**src/rtl/eluks_pkg.sv**
```systemverilog
// eluks_pkg: shared constants for the ELUKS Wishbone slave.
//   - register window offsets (byte offsets from BASE_ADDR)
//   - FSM state encoding (3-bit constants, exposed on the debug port)
//   - status word layout: error flag in the MSB, total block count below it
package eluks_pkg;

  // Register window offsets
  localparam logic [2:0] ELUKS_PSW_0       = 3'd0;
  localparam logic [2:0] ELUKS_PSW_1       = 3'd1;
  localparam logic [2:0] ELUKS_START_BLOCK = 3'd2;
  localparam logic [2:0] ELUKS_BLOCK_DIR   = 3'd3;
  localparam logic [2:0] ELUKS_HMAC_ENABLE = 3'd4;
  localparam logic [2:0] ELUKS_RQ_DATA     = 3'd5;
  localparam logic [2:0] ELUKS_RQ_STATUS   = 3'd6;
  localparam int         ELUKS_NUM_REGS    = 7;

  // FSM state encoding
  typedef logic [2:0] eluks_state_t;
  localparam eluks_state_t S_IDLE      = 3'd0;
  localparam eluks_state_t S_ACK       = 3'd1;
  localparam eluks_state_t S_WAIT_CORE = 3'd2;
  localparam eluks_state_t S_WAIT_BYTE = 3'd3;
  localparam eluks_state_t S_RELEASE   = 3'd4;

  // Status word layout
  localparam int STATUS_W       = 32;
  localparam int STATUS_ERR_BIT = STATUS_W - 1;
  localparam int STATUS_CNT_W   = STATUS_W - 1;

  function automatic logic [STATUS_W-1:0] pack_status(input logic err,
                                                      input logic [STATUS_CNT_W-1:0] cnt);
    logic [STATUS_W-1:0] w;
    w                     = '0;
    w[STATUS_ERR_BIT]     = err;
    w[STATUS_CNT_W-1:0]   = cnt;
    return w;
  endfunction

endpackage

```
**src/rtl/eluks_wb_slave_if.sv**
```systemverilog
// eluks_wb_slave_if: Wishbone classic bus between the bootloader master and
// the ELUKS slave.
//   master modport: drives adr/dat_i/sel/we/cyc/stb, receives dat_o/ack/err
//   slave modport : the reverse
// Handshake: a request is valid while cyc & stb are high; the slave answers
// with a one-cycle ack and read data valid in that same cycle. The master
// keeps the request stable until it sees ack, then drops stb (and cyc) before
// issuing the next request.
interface eluks_wb_slave_if #(
  parameter int WB_DATA = 32
);
  logic [WB_DATA-1:0]   wb_adr_i;
  logic [WB_DATA-1:0]   wb_dat_i;
  logic [WB_DATA/8-1:0] wb_sel_i;
  logic                 wb_we_i;
  logic                 wb_cyc_i;
  logic                 wb_stb_i;
  logic [WB_DATA-1:0]   wb_dat_o;
  logic                 wb_ack_o;
  logic                 wb_err_o;

  modport master (
    output wb_adr_i, wb_dat_i, wb_sel_i, wb_we_i, wb_cyc_i, wb_stb_i,
    input  wb_dat_o, wb_ack_o, wb_err_o
  );

  modport slave (
    input  wb_adr_i, wb_dat_i, wb_sel_i, wb_we_i, wb_cyc_i, wb_stb_i,
    output wb_dat_o, wb_ack_o, wb_err_o
  );
endinterface

```
**src/rtl/eluks_byte_fifo.sv**
```systemverilog
// eluks_byte_fifo: synchronous FIFO of 9-bit entries ({last, byte}).
// Ports: clk, rst (sync, active-high), flush (empties, wins over push),
//        push/wr_data, pop/rd_data (first-word fall-through), full, empty.
// A push and a pop in the same cycle leave the count unchanged, even when
// full (the popped slot is reused) or empty (the pushed entry passes
// straight through to rd_data).
module eluks_byte_fifo #(
  parameter int DEPTH = 16
) (
  input  logic       clk,
  input  logic       rst,
  input  logic       flush,
  input  logic       push,
  input  logic [8:0] wr_data,
  input  logic       pop,
  output logic [8:0] rd_data,
  output logic       full,
  output logic       empty
);
  localparam int AW = $clog2(DEPTH);

  logic [8:0]    mem [DEPTH];
  logic [AW-1:0] wr_ptr;
  logic [AW-1:0] rd_ptr;
  logic [AW:0]   count;
  logic          do_push;
  logic          do_pop;

  assign empty   = (count == '0);
  assign full    = (count == (AW+1)'(DEPTH));
  assign do_pop  = pop  && (!empty || push);
  assign do_push = push && (!full  || pop);
  assign rd_data = empty ? wr_data : mem[rd_ptr];

  always_ff @(posedge clk) begin
    if (do_push && !flush) mem[wr_ptr] <= wr_data;
  end

  always_ff @(posedge clk) begin
    if (rst || flush) begin
      wr_ptr <= '0;
      rd_ptr <= '0;
      count  <= '0;
    end else begin
      if (do_push) wr_ptr <= wr_ptr + 1'b1;
      if (do_pop)  rd_ptr <= rd_ptr + 1'b1;
      case ({do_push, do_pop})
        2'b10:   count <= count + 1'b1;
        2'b01:   count <= count - 1'b1;
        default: count <= count;
      endcase
    end
  end

endmodule

```
**src/rtl/eluks_wb_slave.sv**
```systemverilog
// eluks_wb_slave: Wishbone slave front-end of the ELUKS decryption core.
// Ports:
//   wb_clk, rst          clock, synchronous active-high reset
//   wb                   Wishbone classic slave (eluks_wb_slave_if.slave)
//   psw, start_block,    configuration registers driven to the core
//   block_dir, hmac_enable
//   core_start           one-cycle start pulse on an RQ_STATUS write
//   core_done/error/     completion pulse and status from the core
//   core_total_blocks
//   byte_valid/data/last plaintext byte stream; byte_ready = FIFO not full
//   dbg_state            current FSM state
// Byte stream: a byte is transferred on every edge where byte_valid and
// byte_ready are both high; the core holds a byte while byte_ready is low.
module eluks_wb_slave
  import eluks_pkg::*;
#(
  parameter int                 WB_DATA    = 32,
  parameter logic [WB_DATA-1:0] BASE_ADDR  = 32'h9200_0000,
  parameter int                 FIFO_DEPTH = 16
) (
  input  logic                   wb_clk,
  input  logic                   rst,
  eluks_wb_slave_if.slave        wb,
  output logic [63:0]            psw,
  output logic [31:0]            start_block,
  output logic [31:0]            block_dir,
  output logic                   hmac_enable,
  output logic                   core_start,
  input  logic                   core_done,
  input  logic                   core_error,
  input  logic [STATUS_CNT_W-1:0] core_total_blocks,
  input  logic                   byte_valid,
  input  logic [7:0]             byte_data,
  input  logic                   byte_last,
  output logic                   byte_ready,
  output eluks_state_t           dbg_state
);

  eluks_state_t         state;
  logic [31:0]          psw_0, psw_1, start_block_q, block_dir_q, hmac_q;
  logic [STATUS_W-1:0]  status;
  logic                 drained;
  logic [WB_DATA-1:0]   dat_o;

  logic [WB_DATA-1:0]   offset;
  logic                 in_win;
  logic [2:0]           off_idx;
  logic                 req;
  logic [31:0]          wdat;

  logic                 fifo_push, fifo_pop, fifo_flush, fifo_full, fifo_empty;
  logic [8:0]           fifo_rd;
  logic                 core_done_ok;

  eluks_state_t         idle_next;
  logic [WB_DATA-1:0]   idle_word;

  logic                 unused_sel;
  assign unused_sel = ^wb.wb_sel_i;

  assign offset  = wb.wb_adr_i - BASE_ADDR;
  assign in_win  = (offset < WB_DATA'(ELUKS_NUM_REGS));
  assign off_idx = offset[2:0];
  assign req     = wb.wb_cyc_i & wb.wb_stb_i;
  assign wdat    = 32'(wb.wb_dat_i);

  // A done pulse landing on the start pulse belongs to no request of ours.
  assign core_done_ok = core_done && !core_start;

  assign fifo_push  = byte_valid && byte_ready;
  assign fifo_flush = (state == S_IDLE) && req && in_win &&
                      (off_idx == ELUKS_RQ_STATUS) && wb.wb_we_i;
  assign fifo_pop   = !fifo_empty &&
                      (((state == S_IDLE) && req && in_win && (off_idx == ELUKS_RQ_DATA)) ||
                       ((state == S_WAIT_BYTE) && wb.wb_cyc_i));

  eluks_byte_fifo #(.DEPTH(FIFO_DEPTH)) u_fifo (
    .clk     (wb_clk),
    .rst     (rst),
    .flush   (fifo_flush),
    .push    (fifo_push),
    .wr_data ({byte_last, byte_data}),
    .pop     (fifo_pop),
    .rd_data (fifo_rd),
    .full    (fifo_full),
    .empty   (fifo_empty)
  );

  // Decode of a request seen in IDLE: next state and the word to return
  // if it is acknowledged immediately.
  always_comb begin
    idle_next = S_ACK;
    idle_word = '0;
    if (in_win) begin
      case (off_idx)
        ELUKS_PSW_0:       idle_word = WB_DATA'(wb.wb_we_i ? wdat : psw_0);
        ELUKS_PSW_1:       idle_word = WB_DATA'(wb.wb_we_i ? wdat : psw_1);
        ELUKS_START_BLOCK: idle_word = WB_DATA'(wb.wb_we_i ? wdat : start_block_q);
        ELUKS_BLOCK_DIR:   idle_word = WB_DATA'(wb.wb_we_i ? wdat : block_dir_q);
        ELUKS_HMAC_ENABLE: idle_word = WB_DATA'(wb.wb_we_i ? wdat : hmac_q);
        ELUKS_RQ_DATA: begin
          if (!fifo_empty)   idle_word = WB_DATA'(fifo_rd[7:0]);
          else if (!drained) idle_next = S_WAIT_BYTE;
        end
        ELUKS_RQ_STATUS: begin
          if (wb.wb_we_i) idle_next = S_WAIT_CORE;
          else            idle_word = WB_DATA'(status);
        end
        default: ;
      endcase
    end
  end

  always_ff @(posedge wb_clk) begin
    if (rst) begin
      state         <= S_IDLE;
      psw_0         <= '0;
      psw_1         <= '0;
      start_block_q <= '0;
      block_dir_q   <= '0;
      hmac_q        <= '0;
      status        <= '0;
      drained       <= 1'b0;
      dat_o         <= '0;
      core_start    <= 1'b0;
    end else begin
      core_start <= 1'b0;

      // Status is latched even when the master has abandoned the request.
      if (core_done_ok) status <= pack_status(core_error, core_total_blocks);

      if (fifo_flush)                drained <= 1'b0;
      else if (fifo_pop && fifo_rd[8]) drained <= 1'b1;

      case (state)
        S_IDLE: begin
          if (req) begin
            state <= idle_next;
            if (idle_next == S_ACK) dat_o <= idle_word;
            if (fifo_flush) core_start <= 1'b1;
            if (in_win && wb.wb_we_i) begin
              case (off_idx)
                ELUKS_PSW_0:       psw_0         <= wdat;
                ELUKS_PSW_1:       psw_1         <= wdat;
                ELUKS_START_BLOCK: start_block_q <= wdat;
                ELUKS_BLOCK_DIR:   block_dir_q   <= wdat;
                ELUKS_HMAC_ENABLE: hmac_q        <= wdat;
                default: ;
              endcase
            end
          end
        end
        S_ACK: state <= S_RELEASE;
        S_WAIT_CORE: begin
          if (!wb.wb_cyc_i) begin
            state <= S_IDLE;
          end else if (core_done_ok) begin
            dat_o <= WB_DATA'(pack_status(core_error, core_total_blocks));
            state <= S_ACK;
          end
        end
        S_WAIT_BYTE: begin
          if (!wb.wb_cyc_i) begin
            state <= S_IDLE;
          end else if (!fifo_empty) begin
            dat_o <= WB_DATA'(fifo_rd[7:0]);
            state <= S_ACK;
          end else if (drained) begin
            dat_o <= '0;
            state <= S_ACK;
          end
        end
        S_RELEASE: if (!req) state <= S_IDLE;
        default:   state <= S_IDLE;
      endcase
    end
  end

  assign wb.wb_ack_o = (state == S_ACK);
  assign wb.wb_err_o = 1'b0;
  assign wb.wb_dat_o = dat_o;

  assign psw         = {psw_0, psw_1};
  assign start_block = start_block_q;
  assign block_dir   = block_dir_q;
  assign hmac_enable = hmac_q[0];
  assign byte_ready  = !fifo_full;
  assign dbg_state   = state;

endmodule

```
**src/flat_wrapper.sv**
```systemverilog
// flat-port wrapper written by rule: the top's interface ports become plain ports
module eluks_wb_slave_flat import eluks_pkg::*;
#(
  parameter int                 WB_DATA    = 32,
  parameter logic [WB_DATA-1:0] BASE_ADDR  = 32'h9200_0000,
  parameter int                 FIFO_DEPTH = 16
)
  (wb_clk, rst, psw, start_block, block_dir, hmac_enable, core_start, core_done, core_error, core_total_blocks, byte_valid, byte_data, byte_last, byte_ready, dbg_state, wb_wb_adr_i, wb_wb_dat_i, wb_wb_sel_i, wb_wb_we_i, wb_wb_cyc_i, wb_wb_stb_i, wb_wb_dat_o, wb_wb_ack_o, wb_wb_err_o);
  eluks_wb_slave_if #(.WB_DATA(WB_DATA)) wb_i ();
  input  logic wb_clk;
  input  logic rst;
  output logic [63:0] psw;
  output logic [31:0] start_block;
  output logic [31:0] block_dir;
  output logic hmac_enable;
  output logic core_start;
  input  logic core_done;
  input  logic core_error;
  input  logic [STATUS_CNT_W-1:0] core_total_blocks;
  input  logic byte_valid;
  input  logic [7:0] byte_data;
  input  logic byte_last;
  output logic byte_ready;
  output eluks_state_t dbg_state;
  input wire logic [$bits(wb_i.wb_adr_i)-1:0] wb_wb_adr_i;
  input wire logic [$bits(wb_i.wb_dat_i)-1:0] wb_wb_dat_i;
  input wire logic [$bits(wb_i.wb_sel_i)-1:0] wb_wb_sel_i;
  input wire logic [$bits(wb_i.wb_we_i)-1:0] wb_wb_we_i;
  input wire logic [$bits(wb_i.wb_cyc_i)-1:0] wb_wb_cyc_i;
  input wire logic [$bits(wb_i.wb_stb_i)-1:0] wb_wb_stb_i;
  output wire logic [$bits(wb_i.wb_dat_o)-1:0] wb_wb_dat_o;
  output wire logic [$bits(wb_i.wb_ack_o)-1:0] wb_wb_ack_o;
  output wire logic [$bits(wb_i.wb_err_o)-1:0] wb_wb_err_o;
  assign wb_i.wb_adr_i = wb_wb_adr_i;
  assign wb_i.wb_dat_i = wb_wb_dat_i;
  assign wb_i.wb_sel_i = wb_wb_sel_i;
  assign wb_i.wb_we_i = wb_wb_we_i;
  assign wb_i.wb_cyc_i = wb_wb_cyc_i;
  assign wb_i.wb_stb_i = wb_wb_stb_i;
  assign wb_wb_dat_o = wb_i.wb_dat_o;
  assign wb_wb_ack_o = wb_i.wb_ack_o;
  assign wb_wb_err_o = wb_i.wb_err_o;
  eluks_wb_slave #(.WB_DATA(WB_DATA), .BASE_ADDR(BASE_ADDR), .FIFO_DEPTH(FIFO_DEPTH)) u_core (.wb_clk(wb_clk), .rst(rst), .wb(wb_i), .psw(psw), .start_block(start_block), .block_dir(block_dir), .hmac_enable(hmac_enable), .core_start(core_start), .core_done(core_done), .core_error(core_error), .core_total_blocks(core_total_blocks), .byte_valid(byte_valid), .byte_data(byte_data), .byte_last(byte_last), .byte_ready(byte_ready), .dbg_state(dbg_state));
endmodule
```
**config.mk**
```make
export PLATFORM = sky130hd
export DESIGN_NAME = eluks_wb_slave_flat
export DESIGN_NICKNAME = d
export VERILOG_FILES = /design/src/rtl/eluks_pkg.sv /design/src/rtl/eluks_wb_slave_if.sv /design/src/rtl/eluks_byte_fifo.sv /design/src/rtl/eluks_wb_slave.sv /design/src/flat_wrapper.sv
export SDC_FILE = /design/constraint.sdc
export NUM_CORES = 1
export LEC_CHECK = 0
export CORE_ASPECT_RATIO = 0.75
export CORE_MARGIN = 1
export CORE_UTILIZATION = 30
export CTS_BUF_LIST = sky130_fd_sc_hd__clkbuf_8 sky130_fd_sc_hd__clkbuf_16
export DETAILED_ROUTE_END_ITERATION = 12
export GPL_ROUTABILITY_DRIVEN = 0
export PLACE_DENSITY = 0.53
export SYNTH_ARGS = -nofsm -noshare
export SYNTH_HDL_FRONTEND = slang
export SYNTH_SLANG_ARGS = --single-unit
```
**constraint.sdc**
```tcl
create_clock -name wb_clk -period 9.1 [get_ports wb_clk]
set_input_delay 1.82 -clock wb_clk [delete_from_list [all_inputs] [get_ports wb_clk]]
set_output_delay 1.82 -clock wb_clk [all_outputs]
set_load 0.05 [all_outputs]
```
## Word level (Yosys, flattened, before mapping)

Memories as Yosys holds them, arrays and structs flattened. A register that Yosys moved wholly into a read port is not among the register bits.
Cells that the tools add are included.

| storage, ports and cells | value |
|---|---|
| bits in registers | 242 |
| bits in writable memories | 144 |
| bits of input ports | 116 |
| output and inout bits | 168 |
| word-level logic and storage cells | 119 |
| memories | 1 |

Memory list:

| memory | words | width | rd ports | clocked after Yosys merged registers in | write ports | RTL line | source |
|---|---|---|---|---|---|---|---|
| u_core.u_fifo.mem | 16 | 9 | 1 | 1 | 1 | eluks_byte_fifo.sv:22 | `logic [8:0] mem [DEPTH];` |

| operators by class | value |
|---|---|
| add/subtract/negate cells | 5 |
| magnitude comparators | 1 |
| equality and inequality tests | 23 |
| muxes and demuxes | 37 |
| bitwise operators | 3 |
| reductions and logical operators | 36 |

Operators by type and width:

| kind | number |
|---|---|
| 2-to-1 mux 32 bit | 14 |
| case mux 32 bit (7 select lines) | 1 |
| case mux 32 bit (3 select lines) | 1 |
| less-than comparator 32 x 3 -> 1 bit (second input constant) | 1 |
| subtractor 32 bit (second input constant) | 1 |
| 2-to-1 mux 3 bit | 9 |
| AND reduction 4 bit | 6 |
| case mux 3 bit (5 select lines) | 1 |
| logical AND 1 bit | 14 |
| == test 3 x 2 -> 1 bit (second input constant) | 4 |
| == test 3 bit (second input constant) | 4 |
| case mux 5 bit (2 select lines) | 1 |
| == test 3 x 1 -> 1 bit (second input constant) | 3 |
| 2-to-1 mux 9 bit | 1 |
| adder 4 x 1 -> 4 bit (second input constant) | 2 |
| 2-to-1 mux 4 bit | 2 |
| 2-to-1 mux 8 bit | 1 |
| inequality test 2 bit (second input constant) | 4 |
| AND reduction 7 bit | 1 |
| zero test 3 bit | 2 |
| inequality test 3 x 2 -> 1 bit (second input constant) | 2 |
| case mux 3 bit (2 select lines) | 1 |
| adder 5 x 1 -> 5 bit (second input constant) | 1 |
| == test 5 bit (second input constant) | 1 |
| other kinds (16) | 27 |

## Depth between registers and ports, before layout

| depth | value |
|---|---|
| word-level depth | 11 |
| mapped depth | 15 |
| mapped depth without buffers | 14 |

## Hierarchy

From an unflattened synthesis, not the netlist that was laid out.

| second synthesis, totals | value |
|---|---|
| cells, all modules | 1644 |
| area total of the unflattened synthesis | 17939.7 um^2 |

Modules (own cells, without submodules):

| module | times used | cells each | area an instance (um^2) | sequential area each (um^2) |
|---|---|---|---|---|
| eluks_wb_slave | 1 | 1298 | 11509.8 | 4584.4 |
| eluks_byte_fifo | 1 | 346 | 6429.9 | 4664.5 |

## Least setup slack after synthesis

Ideal clock, no wire load.

| path | value |
|---|---|
| path kind | input to register |
| start | in wb_wb_adr_i[25] |
| end | reg u_core.u_fifo.count[4] |
| setup time | 70 ps |
| arrival time | 4426 ps |
| required time | 9030 ps |
| slack | 4604 ps |
| cell stages on the path | 14 |
| buffers on the path | 1 |
| cells stage by stage | inv_1 -> ha_1 -> and4_1 -> nand4_4 -> nor3_2 -> a32o_1 -> buf_2 -> ha_1 -> ha_1 -> a21o_1 -> a21oi_1 -> xor2_1 -> or3_1 -> a21oi_1 |

| on the way | value |
|---|---|
| elaborated cells on any way between the ends | 16 |
| classes of those cells | add/sub (1); order compare (1); eq/ne (2); mux (1); reduce/logical (11) |

RTL lines:

| item | RTL line | source |
|---|---|---|
| from (decl) | flat_wrapper.sv:25 | `input wire logic [$bits(wb_i.wb_adr_i)-1:0] wb_wb_adr_i;` |
| subtractor 32 bit * | eluks_wb_slave.sv:61 | `assign offset = wb.wb_adr_i - BASE_ADDR;` |
| less-than comparator 32 x 3 -> 1 bit * | eluks_wb_slave.sv:62 | `assign in_win = (offset < WB_DATA'(ELUKS_NUM_REGS));` |
| logical AND 1 bit * (2 in a row) | eluks_wb_slave.sv:74 | `(((state == S_IDLE) && req && in_win && (off_idx == ELUKS_RQ_DATA)) \|\|` |
| logical OR 1 bit * | eluks_wb_slave.sv:74 |  |
| logical AND 1 bit * | eluks_wb_slave.sv:73 | `assign fifo_pop = !fifo_empty &&` |
| logical AND 1 bit * | eluks_byte_fifo.sv:31 | `assign do_pop = pop && (!empty \|\| push);` |
| via u_core.u_fifo.do_pop | eluks_byte_fifo.sv:27 | `logic do_pop;` |
| == test 2 x 1 -> 1 bit or == test 2 bit (tied branches) | eluks_byte_fifo.sv:47 | `case ({do_push, do_pop})` |
| case mux 5 bit (2 select lines) or nonzero test 2 bit (tied branches) | n/a |  |
| to (signal assigned) | eluks_byte_fifo.sv:48 | `2'b10: count <= count + 1'b1;` |
| to (signal assigned) | eluks_byte_fifo.sv:49 | `2'b01: count <= count - 1'b1;` |
| to (signal assigned) | eluks_byte_fifo.sv:50 | `default: count <= count;` |
| to (decl) | eluks_byte_fifo.sv:25 | `logic [AW:0] count;` |

Mark *: on every way through the listed nets, which the timed path passes. The rest lies on a longest branch.
A chain may end at the register's enable or synchronous reset.

## Worst setup path in the final report

| path | value |
|---|---|
| start | in wb_wb_adr_i[29] |
| end | reg u_core.u_fifo.count[4] |

| on the way | value |
|---|---|
| word-level cells in the longest chain between the ends | 10 |
| elaborated cells on any way between the ends | 16 |
| classes of those cells | add/sub (1); order compare (1); eq/ne (2); mux (1); reduce/logical (11) |

Ends and longest elaborated chain:

| item | RTL line | source |
|---|---|---|
| subtractor 32 bit * | eluks_wb_slave.sv:61 |  |
| less-than comparator 32 x 3 -> 1 bit * | eluks_wb_slave.sv:62 |  |
| logical AND 1 bit * | eluks_wb_slave.sv:71, eluks_wb_slave.sv:74 |  |
| logical AND 1 bit | eluks_wb_slave.sv:74 |  |
| logical OR 1 bit | eluks_wb_slave.sv:74 |  |
| logical AND 1 bit | eluks_wb_slave.sv:73 |  |
| logical OR 1 bit | eluks_byte_fifo.sv:32 | `assign do_push = push && (!full \|\| pop);` |
| logical AND 1 bit | eluks_byte_fifo.sv:32 |  |
| == test 2 x 1 -> 1 bit or == test 2 bit (tied branches) | eluks_byte_fifo.sv:47 |  |
| case mux 5 bit (2 select lines) or nonzero test 2 bit (tied branches) | n/a |  |

Every way passes the cells marked *; elsewhere a longest branch is shown, timed or not.

==> summary.txt <==
Timing
  – Skew final: 0.0290 ns
  – Slew margin rel.: 21.6%
  – Endpoints failing setup: 0
  – Fin worst setup slack: 3.95 ns
  – Worst Hold Slack: 0.451 ns
  – Clock period minus worst slack: 5.15 ns
  – Unrepaired setup endpoints after global routing: no
  – Setup TNS Final: 0 ns
  – Fmax: 194 MHz
  – Final period util: 56.6%
  – Slew @ Worst Pin: 1.18 ns
  – Slew Limit Fails: 0
  – Final hold violations: 0

Setup path
  – Worst path arrival time: 5.62 ns
  – Worst path required time: 9.57 ns
  – Crit-path cells: clkdlybuf4s50_1 > nor4_1 > nand2_2 > nor3_2 > a32o_1 > ha_1 > ha_1 > a21o_1 > a21oi_1 > xor2_1 > or3_1 > a21oi_1
  – Startpoint types: input pin
  – R2R Path Start: u_core.dbg_state[2]
  – Worst Reg-to-Reg Cells: 11
  – Reg2Reg Setup Slack: 5.78 ns
  – Critical Path Max Stage Delay: 0.80 ns
  – CP Class: in2reg
  – CP Capture Type: flop
  – CP max-delay cell: nor4_1
  – Crit-path max FO: 7
  – Reg2reg end: u_core.u_fifo.count[4]

Clock tree
  – CTS H-tree lvls: 2
  – Number of clock sinks: 390
  – Setup bufs post-CTS: 0
  – Clock buffer depth: 3
  – Clock Root Buffer: clkbuf_16
  – CTS Buf Count: 42
  – Hold buffer count at CTS: 0
  – Worst skew pair latency: 0.56 ns
  – Worst-path clk slew: 0.07 ns
  – Post-CTS sizing: 0
  – TritonCTS clock tree: built

Die
  – Starting density of the core: 30.4%
  – Core area: 0.0560 mm2
  – Die H: 208 um
  – Die area: 0.0577 mm2
  – Die X: 277 um
  – Ports: 284
  – Row count: 75

Global route
  – GRT Residual Overflow: 0
  – GRT Total Usage: 20.9%
  – First-pass GRT wire length: 90.5 mm
  – Vias in the first global route: 13700
  – Largest net degree at the start of global routing: 108
  – Antenna violations before repair: 4

Place
  – Hpwl dp: 40.3 mm
  – IO buf count: 278
  – DP Worst Slack: 3.40 ns

Routing
  – WL/cell: 22.9 um
  – Drt initial violations: 1504
  – # DRC: 0
  – Metal2 WL: 27.3 mm
  – DRT met1 WL: 29.1 mm
  – Vias: 14300
  – WL met3: 4.25 mm
  – Routed Antenna Nets: 0
  – Top layer in use: met5
  – Detailed Routing Iterations Pass 1: 6
  – WL final: 62.1 mm
  – Vias per cell: 5.28

Synthesis
  – Sequential fraction of the synthesis area: 54.3%
  – Cells after Synth: 1740
  – Ys Warns: 0
  – Syn nets: 1867
  – Asr flop ratio synth: 0%
  – Synthesis-stage register bit count: 390
  – Post-synthesis area per instance: 9.79 um2
  – Post-Syn Area: 0.0170 mm2
  – EDFF count, synth: 144
  – Top_reg_cell synth: dfxtp_1
  – Cell variety after synth: 70

Final layout
  – Commonest cells after routing, fill and taps aside: nand2_1 (478), clkdlybuf4s50_1 (273), a21oi_1 (249), dfxtp_1 (245), edfxtp_1 (144)
  – Layout cells sized above 1: 9.05%
  – Most common cell after layout, fill and taps aside: nand2_1
  – Nets: 2074
  – Layout area overhead: 27.0%

Pwr
  – P_leak: 7.04 nW
  – Pwr dens: 176 mW/mm2
  – Worst vdd ir: 0.000118 V

Min path
  – WHS Endpoint: u_core.hmac_q[11]
  – Hold_sp: u_core.hmac_q[11]
  – Worst min path class: reg2reg
  – Hold path depth: 2

Flow run
  – Maxcap violations: 0

Status
  – Status: complete, no violations
==> power by group <==
group	switching (W)	internal [W]	leakage (nW)
logic	0.000198	0.000108	3.05
clock network	0.000720	0.000932	0.690
registers	0.0000157	0.00183	3.29
==> layout make-up <==
| cell class | count | area, um2 |
|---|---|---|
| fill | 5417 | 34400 |
| sequential | 390 | 9250 |
| multi-input combinational | 1198 | 7170 |
| timing repair buffer | 304 | 2960 |
| clock buffer | 49 | 1160 |
| tap | 731 | 915 |
| clock inverter | 25 | 141 |
| inverter | 11 | 41.3 |
| antenna | 2 | 5.00 |
==> metal layers <==
| layer | global-route usage (%) | vias to the layer above |
|---|---|---|
| li1 | - | 6572 |
| met1 | 31.0 | 7071 |
| met2 | 31.2 | 574 |
| met3 | 3.56 | 93 |
| met4 | 5.73 | 4 |
| met5 | 0 | - |
==> kinds of logic after synthesis <==
logic type,count (synthesis),synth area share [%]
mux,107,9.26
buf+inv,152,4.16
compound gates,396,13.9
other cells,1,0.0220
xor+xnor,10,0.514
flops,390,54.3
simple gates,673,17.0
fa+ha+maj,11,0.852
==> synth_stat cells, types with 3 or more instances <==
cell type | number | area share, %
nand2_1 | 478 | 11
nand2b_1 | 9 | 0.33
nand3_1 | 18 | 0.53
nor4_2 | 3 | 0.22
nor3_1 | 9 | 0.26
o21ai_0 | 12 | 0.35
inv_1 | 10 | 0.22
mux2i_1 | 54 | 3.2
and2_1 | 7 | 0.26
buf_4 | 7 | 0.31
nand4_1 | 6 | 0.22
buf_6 | 4 | 0.26
a31oi_1 | 3 | 0.11
dfxtp_1 | 246 | 29
nand3b_1 | 3 | 0.13
nor2_1 | 97 | 2.1
edfxtp_1 | 144 | 25
and4_1 | 8 | 0.41
clkbuf_1 | 61 | 1.3
a311oi_1 | 20 | 1.0
a211oi_1 | 17 | 0.75
a22oi_1 | 14 | 0.62
a22o_1 | 4 | 0.21
mux4_2 | 39 | 5.2
a221oi_1 | 5 | 0.26
buf_1 | 4 | 0.088
buf_2 | 65 | 1.9
a32oi_1 | 10 | 0.51
o221ai_1 | 4 | 0.21
xor2_1 | 5 | 0.26
nor4_4 | 5 | 0.62
o211ai_1 | 22 | 0.97
a21oi_1 | 249 | 7.3
o22ai_1 | 16 | 0.59
xnor2_1 | 5 | 0.26
mux2_2 | 14 | 0.93
ha_1 | 10 | 0.73
nor2b_1 | 14 | 0.51
a21o_1 | 4 | 0.18
==> how the worst max path moves through the flow <==
stage                                from                endpoint  slack (ns)  depth (start not counted)
after global routing      wb_wb_adr_i[29]  u_core.u_fifo.count[4]        3.67                         12
after CTS                 wb_wb_adr_i[30]  u_core.u_fifo.count[4]        3.96                         12
after global placement    wb_wb_adr_i[22]  u_core.u_fifo.count[4]        3.50                         12
after detailed placement  wb_wb_adr_i[30]  u_core.u_fifo.count[4]        3.40                         12
final                     wb_wb_adr_i[29]  u_core.u_fifo.count[4]        3.95                         12
after floorplan           wb_wb_adr_i[25]  u_core.u_fifo.count[4]        4.60                         14
==> flip-flops by register name, summed over array words and instances (netlist names), named ones only <==
| register | cells |
|---|---|
| u_core.wb.wb_dat_o | 32 |
| u_core.hmac_q | 32 |
| u_core.dbg_state | 3 |
| u_core.u_fifo.rd_ptr | 4 |
| u_core.status | 32 |
| u_core.drained | 1 |
| u_core.core_start | 1 |
| u_core.start_block | 32 |
| u_core.u_fifo.wr_ptr | 4 |
| u_core.psw_1 | 32 |
| u_core.block_dir | 32 |
| u_core.u_fifo.count | 5 |
| u_core.u_fifo.mem | 144 |
| u_core.psw_0 | 32 |
==> worst max-delay path, delay by kind of cell <==
| kind | cells | cell delay (ns) |
|---|---|---|
| simple gates | 4 | 1.73 |
| compound gates | 4 | 0.84 |
| fa+ha+maj | 2 | 0.72 |
| buf+inv | 1 | 0.40 |
| xor+xnor | 1 | 0.09 |
==> stage by stage <==
stage                     total power (W)  cells  instance area (um2)  util [%]
final                             0.00381   2710                21600      38.6
after global routing              0.00392   2710                21600      38.6
after CTS                         0.00383   2708                21600      38.6
after detailed placement          0.00219   2634                20300      36.3
after global placement            0.00219   2634                20300      36.3
after floorplan                   0.00204   1740                17000         -
Note: power is estimated with default switching activity, not from simulation.
